$ cat src/rtl/tl_xing_pkg.sv
// Shared TileLink definitions for the bus-crossing A-channel arbiter:
// opcode enums and burst-length helpers.
package tl_xing_pkg;

  typedef enum logic [2:0] {
    A_PUT_FULL      = 3'd0,
    A_PUT_PARTIAL   = 3'd1,
    A_ARITH         = 3'd2,
    A_LOGIC         = 3'd3,
    A_GET           = 3'd4,
    A_HINT          = 3'd5,
    A_ACQUIRE_BLOCK = 3'd6,
    A_ACQUIRE_PERM  = 3'd7
  } a_opcode_e;

  typedef enum logic [2:0] {
    D_ACCESS_ACK      = 3'd0,
    D_ACCESS_ACK_DATA = 3'd1,
    D_HINT_ACK        = 3'd2,
    D_GRANT           = 3'd4,
    D_GRANT_DATA      = 3'd5,
    D_RELEASE_ACK     = 3'd6
  } d_opcode_e;

  function automatic logic has_data(input logic [2:0] opcode);
    return a_opcode_e'(opcode) inside {A_PUT_FULL, A_PUT_PARTIAL, A_ARITH, A_LOGIC};
  endfunction

  function automatic int unsigned num_beats(input logic [2:0] opcode,
                                            input int unsigned size,
                                            input int unsigned log2_bb);
    if (has_data(opcode) && size > log2_bb)
      return 32'd1 << (size - log2_bb);
    return 32'd1;
  endfunction

  // Wide enough to hold beats-1 for the largest encodable size.
  function automatic int cnt_w(input int size_w, input int log2_bb);
    int w;
    w = (2 ** size_w) - 1 - log2_bb;
    return (w < 1) ? 1 : w;
  endfunction

endpackage

$ cat src/rtl/rr_pick.sv
// Combinational round-robin picker: first valid requester at or after ptr,
// wrapping to 0. Index falls back to ptr when nothing is valid.
module rr_pick #(
  parameter int N  = 2,
  parameter int IW = 1
) (
  input  logic [N-1:0]  valid,
  input  logic [IW-1:0] ptr,
  output logic [N-1:0]  grant,
  output logic [IW-1:0] index
);

  logic found;
  int   j_idx;

  always_comb begin
    grant = '0;
    index = ptr;
    found = 1'b0;
    j_idx = 0;
    for (int i = 0; i < N; i++) begin
      j_idx = int'(ptr) + i;
      if (j_idx >= N) j_idx = j_idx - N;
      if (!found && valid[j_idx]) begin
        found        = 1'b1;
        grant[j_idx] = 1'b1;
        index        = IW'(j_idx);
      end
    end
  end

endmodule

$ cat src/rtl/tl_xing_a_arbiter.sv
// Shares the coupler's TileLink bus-crossing input between NUM_REQ requesters:
// round-robin A arbitration with burst locking, D routed back by source prefix.
module tl_xing_a_arbiter
  import tl_xing_pkg::*;
#(
  parameter int  NUM_REQ = 2,
  parameter int  SRC_W   = 4,
  parameter int  ADDR_W  = 32,
  parameter int  DATA_W  = 64,
  parameter int  SIZE_W  = 4,
  localparam int IDX_W   = $clog2(NUM_REQ)
) (
  input  logic                         clock,
  input  logic                         reset,
  input  logic [NUM_REQ-1:0]           req_a_valid,
  output logic [NUM_REQ-1:0]           req_a_ready,
  input  logic [NUM_REQ*3-1:0]         req_a_bits_opcode,
  input  logic [NUM_REQ*3-1:0]         req_a_bits_param,
  input  logic [NUM_REQ*SIZE_W-1:0]    req_a_bits_size,
  input  logic [NUM_REQ*SRC_W-1:0]     req_a_bits_source,
  input  logic [NUM_REQ*ADDR_W-1:0]    req_a_bits_address,
  input  logic [NUM_REQ*DATA_W/8-1:0]  req_a_bits_mask,
  input  logic [NUM_REQ*DATA_W-1:0]    req_a_bits_data,
  input  logic [NUM_REQ-1:0]           req_a_bits_corrupt,
  output logic                         out_a_valid,
  input  logic                         out_a_ready,
  output logic [2:0]                   out_a_bits_opcode,
  output logic [2:0]                   out_a_bits_param,
  output logic [SIZE_W-1:0]            out_a_bits_size,
  output logic [SRC_W+IDX_W-1:0]       out_a_bits_source,
  output logic [ADDR_W-1:0]            out_a_bits_address,
  output logic [DATA_W/8-1:0]          out_a_bits_mask,
  output logic [DATA_W-1:0]            out_a_bits_data,
  output logic                         out_a_bits_corrupt,
  input  logic                         out_d_valid,
  output logic                         out_d_ready,
  input  logic [2:0]                   out_d_bits_opcode,
  input  logic [1:0]                   out_d_bits_param,
  input  logic [SIZE_W-1:0]            out_d_bits_size,
  input  logic [SRC_W+IDX_W-1:0]       out_d_bits_source,
  input  logic [3:0]                   out_d_bits_sink,
  input  logic                         out_d_bits_denied,
  input  logic [DATA_W-1:0]            out_d_bits_data,
  input  logic                         out_d_bits_corrupt,
  output logic [NUM_REQ-1:0]           req_d_valid,
  input  logic [NUM_REQ-1:0]           req_d_ready,
  output logic [2:0]                   req_d_bits_opcode,
  output logic [1:0]                   req_d_bits_param,
  output logic [SIZE_W-1:0]            req_d_bits_size,
  output logic [SRC_W-1:0]             req_d_bits_source,
  output logic [3:0]                   req_d_bits_sink,
  output logic                         req_d_bits_denied,
  output logic [DATA_W-1:0]            req_d_bits_data,
  output logic                         req_d_bits_corrupt,
  output logic                         err_bad_source
);

  localparam int LOG2_BB = $clog2(DATA_W / 8);
  localparam int CNT_W   = cnt_w(SIZE_W, LOG2_BB);
  localparam int MASK_W  = DATA_W / 8;

  logic [IDX_W-1:0]   ptr_reg;
  logic [IDX_W-1:0]   lock_idx_reg;
  logic               locked_reg;
  logic [CNT_W-1:0]   beats_left_reg;
  logic               err_reg;

  logic [NUM_REQ-1:0] pick_onehot;
  logic [IDX_W-1:0]   pick_idx;
  logic [IDX_W-1:0]   grant_idx;
  logic [NUM_REQ-1:0] grant_onehot;
  logic               a_fire;
  logic               first_beat;
  logic               last_beat;
  logic [CNT_W-1:0]   burst_len_m1;
  logic [IDX_W-1:0]   ptr_inc;

  rr_pick #(.N(NUM_REQ), .IW(IDX_W)) u_pick (
    .valid (req_a_valid),
    .ptr   (ptr_reg),
    .grant (pick_onehot),
    .index (pick_idx)
  );

  assign grant_idx    = locked_reg ? lock_idx_reg : pick_idx;
  assign grant_onehot = locked_reg ? (NUM_REQ'(1) << lock_idx_reg) : pick_onehot;

  assign out_a_valid  = reset & req_a_valid[grant_idx];
  assign req_a_ready  = reset ? (grant_onehot & {NUM_REQ{out_a_ready}}) : '0;

  assign out_a_bits_opcode  = req_a_bits_opcode[int'(grant_idx)*3 +: 3];
  assign out_a_bits_param   = req_a_bits_param[int'(grant_idx)*3 +: 3];
  assign out_a_bits_size    = req_a_bits_size[int'(grant_idx)*SIZE_W +: SIZE_W];
  assign out_a_bits_source  = {grant_idx, req_a_bits_source[int'(grant_idx)*SRC_W +: SRC_W]};
  assign out_a_bits_address = req_a_bits_address[int'(grant_idx)*ADDR_W +: ADDR_W];
  assign out_a_bits_mask    = req_a_bits_mask[int'(grant_idx)*MASK_W +: MASK_W];
  assign out_a_bits_data    = req_a_bits_data[int'(grant_idx)*DATA_W +: DATA_W];
  assign out_a_bits_corrupt = req_a_bits_corrupt[grant_idx];

  // beats_left_reg == 0 means no burst has started, so the next fire is a first beat.
  assign a_fire       = out_a_valid & out_a_ready;
  assign burst_len_m1 = CNT_W'(num_beats(out_a_bits_opcode, int'(out_a_bits_size), LOG2_BB) - 1);
  assign first_beat   = (beats_left_reg == '0);
  assign last_beat    = first_beat ? (burst_len_m1 == '0) : (beats_left_reg == CNT_W'(1));
  assign ptr_inc      = (grant_idx == IDX_W'(NUM_REQ - 1)) ? '0 : grant_idx + 1'b1;

  logic [IDX_W-1:0]   d_idx;
  logic [NUM_REQ-1:0] d_hit;
  logic               d_ok;

  assign d_idx = out_d_bits_source[SRC_W +: IDX_W];
  assign d_ok  = |d_hit;

  genvar gi;
  generate
    for (gi = 0; gi < NUM_REQ; gi++) begin : g_d_route
      assign d_hit[gi]       = (d_idx == IDX_W'(gi));
      assign req_d_valid[gi] = reset & out_d_valid & d_hit[gi];
    end
  endgenerate

  // Unroutable prefixes are sunk so the coupler never stalls on them.
  assign out_d_ready = reset & (d_ok ? |(req_d_ready & d_hit) : 1'b1);

  assign req_d_bits_opcode  = out_d_bits_opcode;
  assign req_d_bits_param   = out_d_bits_param;
  assign req_d_bits_size    = out_d_bits_size;
  assign req_d_bits_source  = out_d_bits_source[SRC_W-1:0];
  assign req_d_bits_sink    = out_d_bits_sink;
  assign req_d_bits_denied  = out_d_bits_denied;
  assign req_d_bits_data    = out_d_bits_data;
  assign req_d_bits_corrupt = out_d_bits_corrupt;
  assign err_bad_source     = err_reg;

  always_ff @(posedge clock or negedge reset) begin
    if (!reset) begin
      ptr_reg        <= '0;
      lock_idx_reg   <= '0;
      locked_reg     <= 1'b0;
      beats_left_reg <= '0;
      err_reg        <= 1'b0;
    end else begin
      if (a_fire) begin
        if (last_beat) begin
          locked_reg     <= 1'b0;
          beats_left_reg <= '0;
          ptr_reg        <= ptr_inc;
        end else begin
          locked_reg     <= 1'b1;
          lock_idx_reg   <= grant_idx;
          beats_left_reg <= first_beat ? burst_len_m1 : beats_left_reg - 1'b1;
        end
      end else if (out_a_valid) begin
        locked_reg   <= 1'b1;
        lock_idx_reg <= grant_idx;
      end
      if (out_d_valid && !d_ok)
        err_reg <= 1'b1;
    end
  end

endmodule

$ cat config.mk
export PLATFORM = sky130hd
export DESIGN_NAME = tl_xing_a_arbiter
export DESIGN_NICKNAME = d
export VERILOG_FILES = /design/src/rtl/tl_xing_pkg.sv /design/src/rtl/rr_pick.sv /design/src/rtl/tl_xing_a_arbiter.sv
export SDC_FILE = /design/constraint.sdc
export NUM_CORES = 1
export LEC_CHECK = 0
export ABC_CLOCK_PERIOD_IN_PS = 9140
export CORE_AREA = 3 3 210 212
export DETAILED_ROUTE_END_ITERATION = 7
export DIE_AREA = 0 0 213 215
export SLEW_MARGIN = 15
export SYNTH_ARGS = -nofsm -noshare
export SYNTH_HDL_FRONTEND = slang
export SYNTH_HIERARCHICAL = 1
export SYNTH_SLANG_ARGS = --single-unit
$ cat constraint.sdc
create_clock -name clock -period 9.14 [get_ports clock]
set_input_delay 1.371 -clock clock [delete_from_list [all_inputs] [get_ports clock]]
set_output_delay 1.371 -clock clock [all_outputs]
set_load 0.005 [all_outputs]
==> flow_summary.json <==
{
  "power.share.combinational": 0.866,
  "r2r_slack_ps": 4200,
  "worst-setup-path-type": "in -> reg",
  "synth-edff-count": 0,
  "gp_congestion": 0.888,
  "cp_cell_sequence": "clkdlybuf4s50_1, a21boi_2, nor2_2, mux2i_4, buf_4, buf_4, nand2_1, nand2_1, ha_1, inv_1, or3_1, a311oi_2, o21ai_2, ha_1, xor2_1, a41o_2, nand2_2, mux2_4",
  "ys_types": 55,
  "synth_nets": 990,
  "postSynthAreaPerCell_um2": 5.45,
  "skew_ps": 6.52,
  "fillerInstances": 4785,
  "fmax_mhz": 163,
  "drtPass1Iterations": 7,
  "dp_hpwl_mm": 17.0,
  "fp.coreArea_um2": 42100,
  "wl_mm": 20.1,
  "clk_pin_slew_worst_paths_ps": 60,
  "hold_violations": 0,
  "max_slew_margin": 0.397,
  "finalSetupTns_ps": 0,
  "worstSetupEndpointType": "register",
  "die_w_um": 213,
  "syn_to_final_growth_pct": 106,
  "final_nets": 1256,
  "worstSetupStartpoint": "req_a_valid[0]",
  "hold_slack_ps": 507,
  "clk_path_buf_depth": 2,
  "post_drt_wl_per_cell_um": 13.8,
  "fin_crit_ps": 6150,
  "start_util": 0.0846,
  "drtAntennaViolNets": 0,
  "tightestPinTransition_ps": 904,
  "cp_slowest_stage_delay_ps": 710,
  "grt_pass1_wl_mm": 28.7,
  "ctsHoldBuffers": 0,
  "min-delay-start": "beats_left_reg[8]$_DFFE_PN0P_",
  "final_cell_mix": "clkdlybuf4s50_1 (372), nand2_1 (366), nor2_1 (19)",
  "n_antenna_cell": 0,
  "r2r-start": "ptr_reg$_DFFE_PN0P_",
  "antenna_found_initial": 1,
  "cp_data_arrival_time_ps": 6290,
  "setup_viol": 0,
  "hold_path_class": "reg -> reg",
  "io_buffers": 372,
  "cts_resized": 0,
  "power_density_nw_per_um2": 212,
  "finalInstanceArea_um2": 7330,
  "syn_area_um2": 3570,
  "fp.dieH_um": 215,
  "cts_buffers": 3,
  "startpoint_type": "input pin",
  "root_buffer": "clkbuf_16",
  "cts.sinks": 15,
  "ff_latch_area_um2": 375,
  "cts_setup_buffers": 0,
  "outcome": "finished, final reports clean",
  "cap_violations": 0,
  "dpl-instance-area_um2": 7250,
  "rsz0062_at_grt": "false",
  "async_flop_share": 1.00,
  "power.internal_uw": 848,
  "synthFlopType": "dfrtp_1",
  "num_vias": 5116,
  "ys.warnings.count": 6,
  "drc_errors": 0,
  "cts_tree": "built",
  "seqPwrFrac": 0.076,
  "multi_input_area_um2": 2400,
  "grt_max_degree": 83,
  "period_share": 0.673,
  "drv_slew": 0,
  "power.share.clock": 0.058,
  "track_usage": 0.0797,
  "rows": 75,
  "required_ps": 9280,
  "yosys_register_bits": 15,
  "fin_util": 0.174,
  "synth_cells": 654,
  "ir_drop_mv": 0.0834,
  "leakage_uw": 0.00315,
  "finalPower_uw": 1550,
  "clk_latency_ps": 260,
  "largest_reg_flops": 12,
  "grt_pass1_vias": 5059,
  "drtIter0Drc": 429,
  "path_max_fanout": 82,
  "switching_share": 0.455,
  "ioPinCount": 540,
  "p_sw_uw": 707,
  "synth-seq-area-share": 0.105,
  "drive_gt1_frac": 0.0272,
  "crit_family": "buffers and inverters",
  "cts.htree.levels": 1,
  "path_buf_inv": 4,
  "fp.dieArea_um2": 45800,
  "cp_slowest_cell": "buf_4",
  "layout_commonest_cell": "clkdlybuf4s50_1",
  "overflow": 0,
  "via_per_inst": 3.51
}
[synth_stat cells, types with 2 or more instances]
cell type  number  area, um2
nand4_1         2       12.5
buf_2           3       15.0
o21ai_0        12       60.1
o21ai_2         2       17.5
and2_1          3       18.8
o41ai_1         2       17.5
clkbuf_1       24       90.1
or3_1           3       18.8
o31ai_1         4       30.0
nor2_1         19       71.3
and3_1          2       12.5
mux2i_1         8       80.1
a21oi_1        14       70.1
buf_1           3       11.3
inv_1          10       37.5
o21a_1          2       15.0
nor2b_1         5       31.3
nand2b_1        5       31.3
nand3_1         4       20.0
nand3b_1        2       15.0
dfrtp_1        15        375
buf_4          85        638
nor4_1          3       18.8
o211ai_1        3       22.5
mux2_2          2       22.5
xor2_1          3       26.3
a21boi_1        3       22.5
ha_1            6       75.1
nor3_1          8       40.0
o21ai_1         4       20.0
a22o_1          3       26.3
nand2_1       366       1370
nor2_2          2       12.5
[area by class of cell]
cell class,count,area share
Multi-Input combinational cell,513,0.328
Inverter,11,0.00597
Timing Repair Buffer,376,0.512
Clock inverter,1,0.000683
Sequential cell,15,0.0512
Tap cell,539,0.0920
Clock buffer,3,0.0102
[routing by layer]
metal  GRT usage  routed length [um]  vias to the layer above
li1            -                   -                     2522
met1      0.0860                7490                     2257
met2       0.135                9470                      300
met3      0.0315                2010                       33
met4      0.0388                1080                        4
met5     0.00431                  44                        -
[worst register-to-register path, stage by stage (launching register included)]
cell and delay (ps):
dfrtp_1 420, a21boi_2 190, nor2_2 70, mux2i_4 180
buf_4 450, buf_4 730, nand2_1 160, nand2_1 110
ha_1 330, inv_1 130, or3_1 380, a311oi_2 330
o21ai_2 110, ha_1 270, xor2_1 230, a41o_2 330
nand2_2 90, mux2_4 310
[logic make-up after synthesis]
family,count (synthesis),share of synthesized area
compound gates,61,0.119
buf+inv,126,0.223
fa+ha+maj,6,0.0211
other cells,1,0.00105
mux,13,0.0400
xor+xnor,3,0.00737
flops,15,0.105
simple gates,429,0.483
[final timing paths]
kind | to | depth (start not counted)
setup / recovery | ptr_reg$_DFFE_PN0P_ | 18
hold / removal | beats_left_reg[8]$_DFFE_PN0P_ | 2
setup reg to reg | ptr_reg$_DFFE_PN0P_ | 17
hold reg to reg | beats_left_reg[8]$_DFFE_PN0P_ | 2
max in group asynchronous | beats_left_reg[10]$_DFFE_PN0P_ | 2
min in group asynchronous | beats_left_reg[7]$_DFFE_PN0P_ | 2
[through the flow]
stage / worst slack, ps / instances
floorplan: 3910 / 654
global placement: 2750 / 1454
detailed placement: 2620 / 1454
CTS: 2880 / 1458
global route: 2540 / 1458
finish: 2990 / 1458
[power groups by stage]
| stage | clock [uW] | combinational [uW] | sequential, uW |
|---|---|---|---|
| 4_1_cts | 91.7 | 1360 | 117 |
| 5_1_grt | 94.2 | 1480 | 121 |
| 2_1_floorplan | 0 | 634 | 109 |
| 3_5_place_dp | 0 | 1360 | 117 |
| 6_report | 90.3 | 1350 | 118 |
| 3_3_place_gp | 0 | 1350 | 117 |
(Power assumes the default switching activity.)
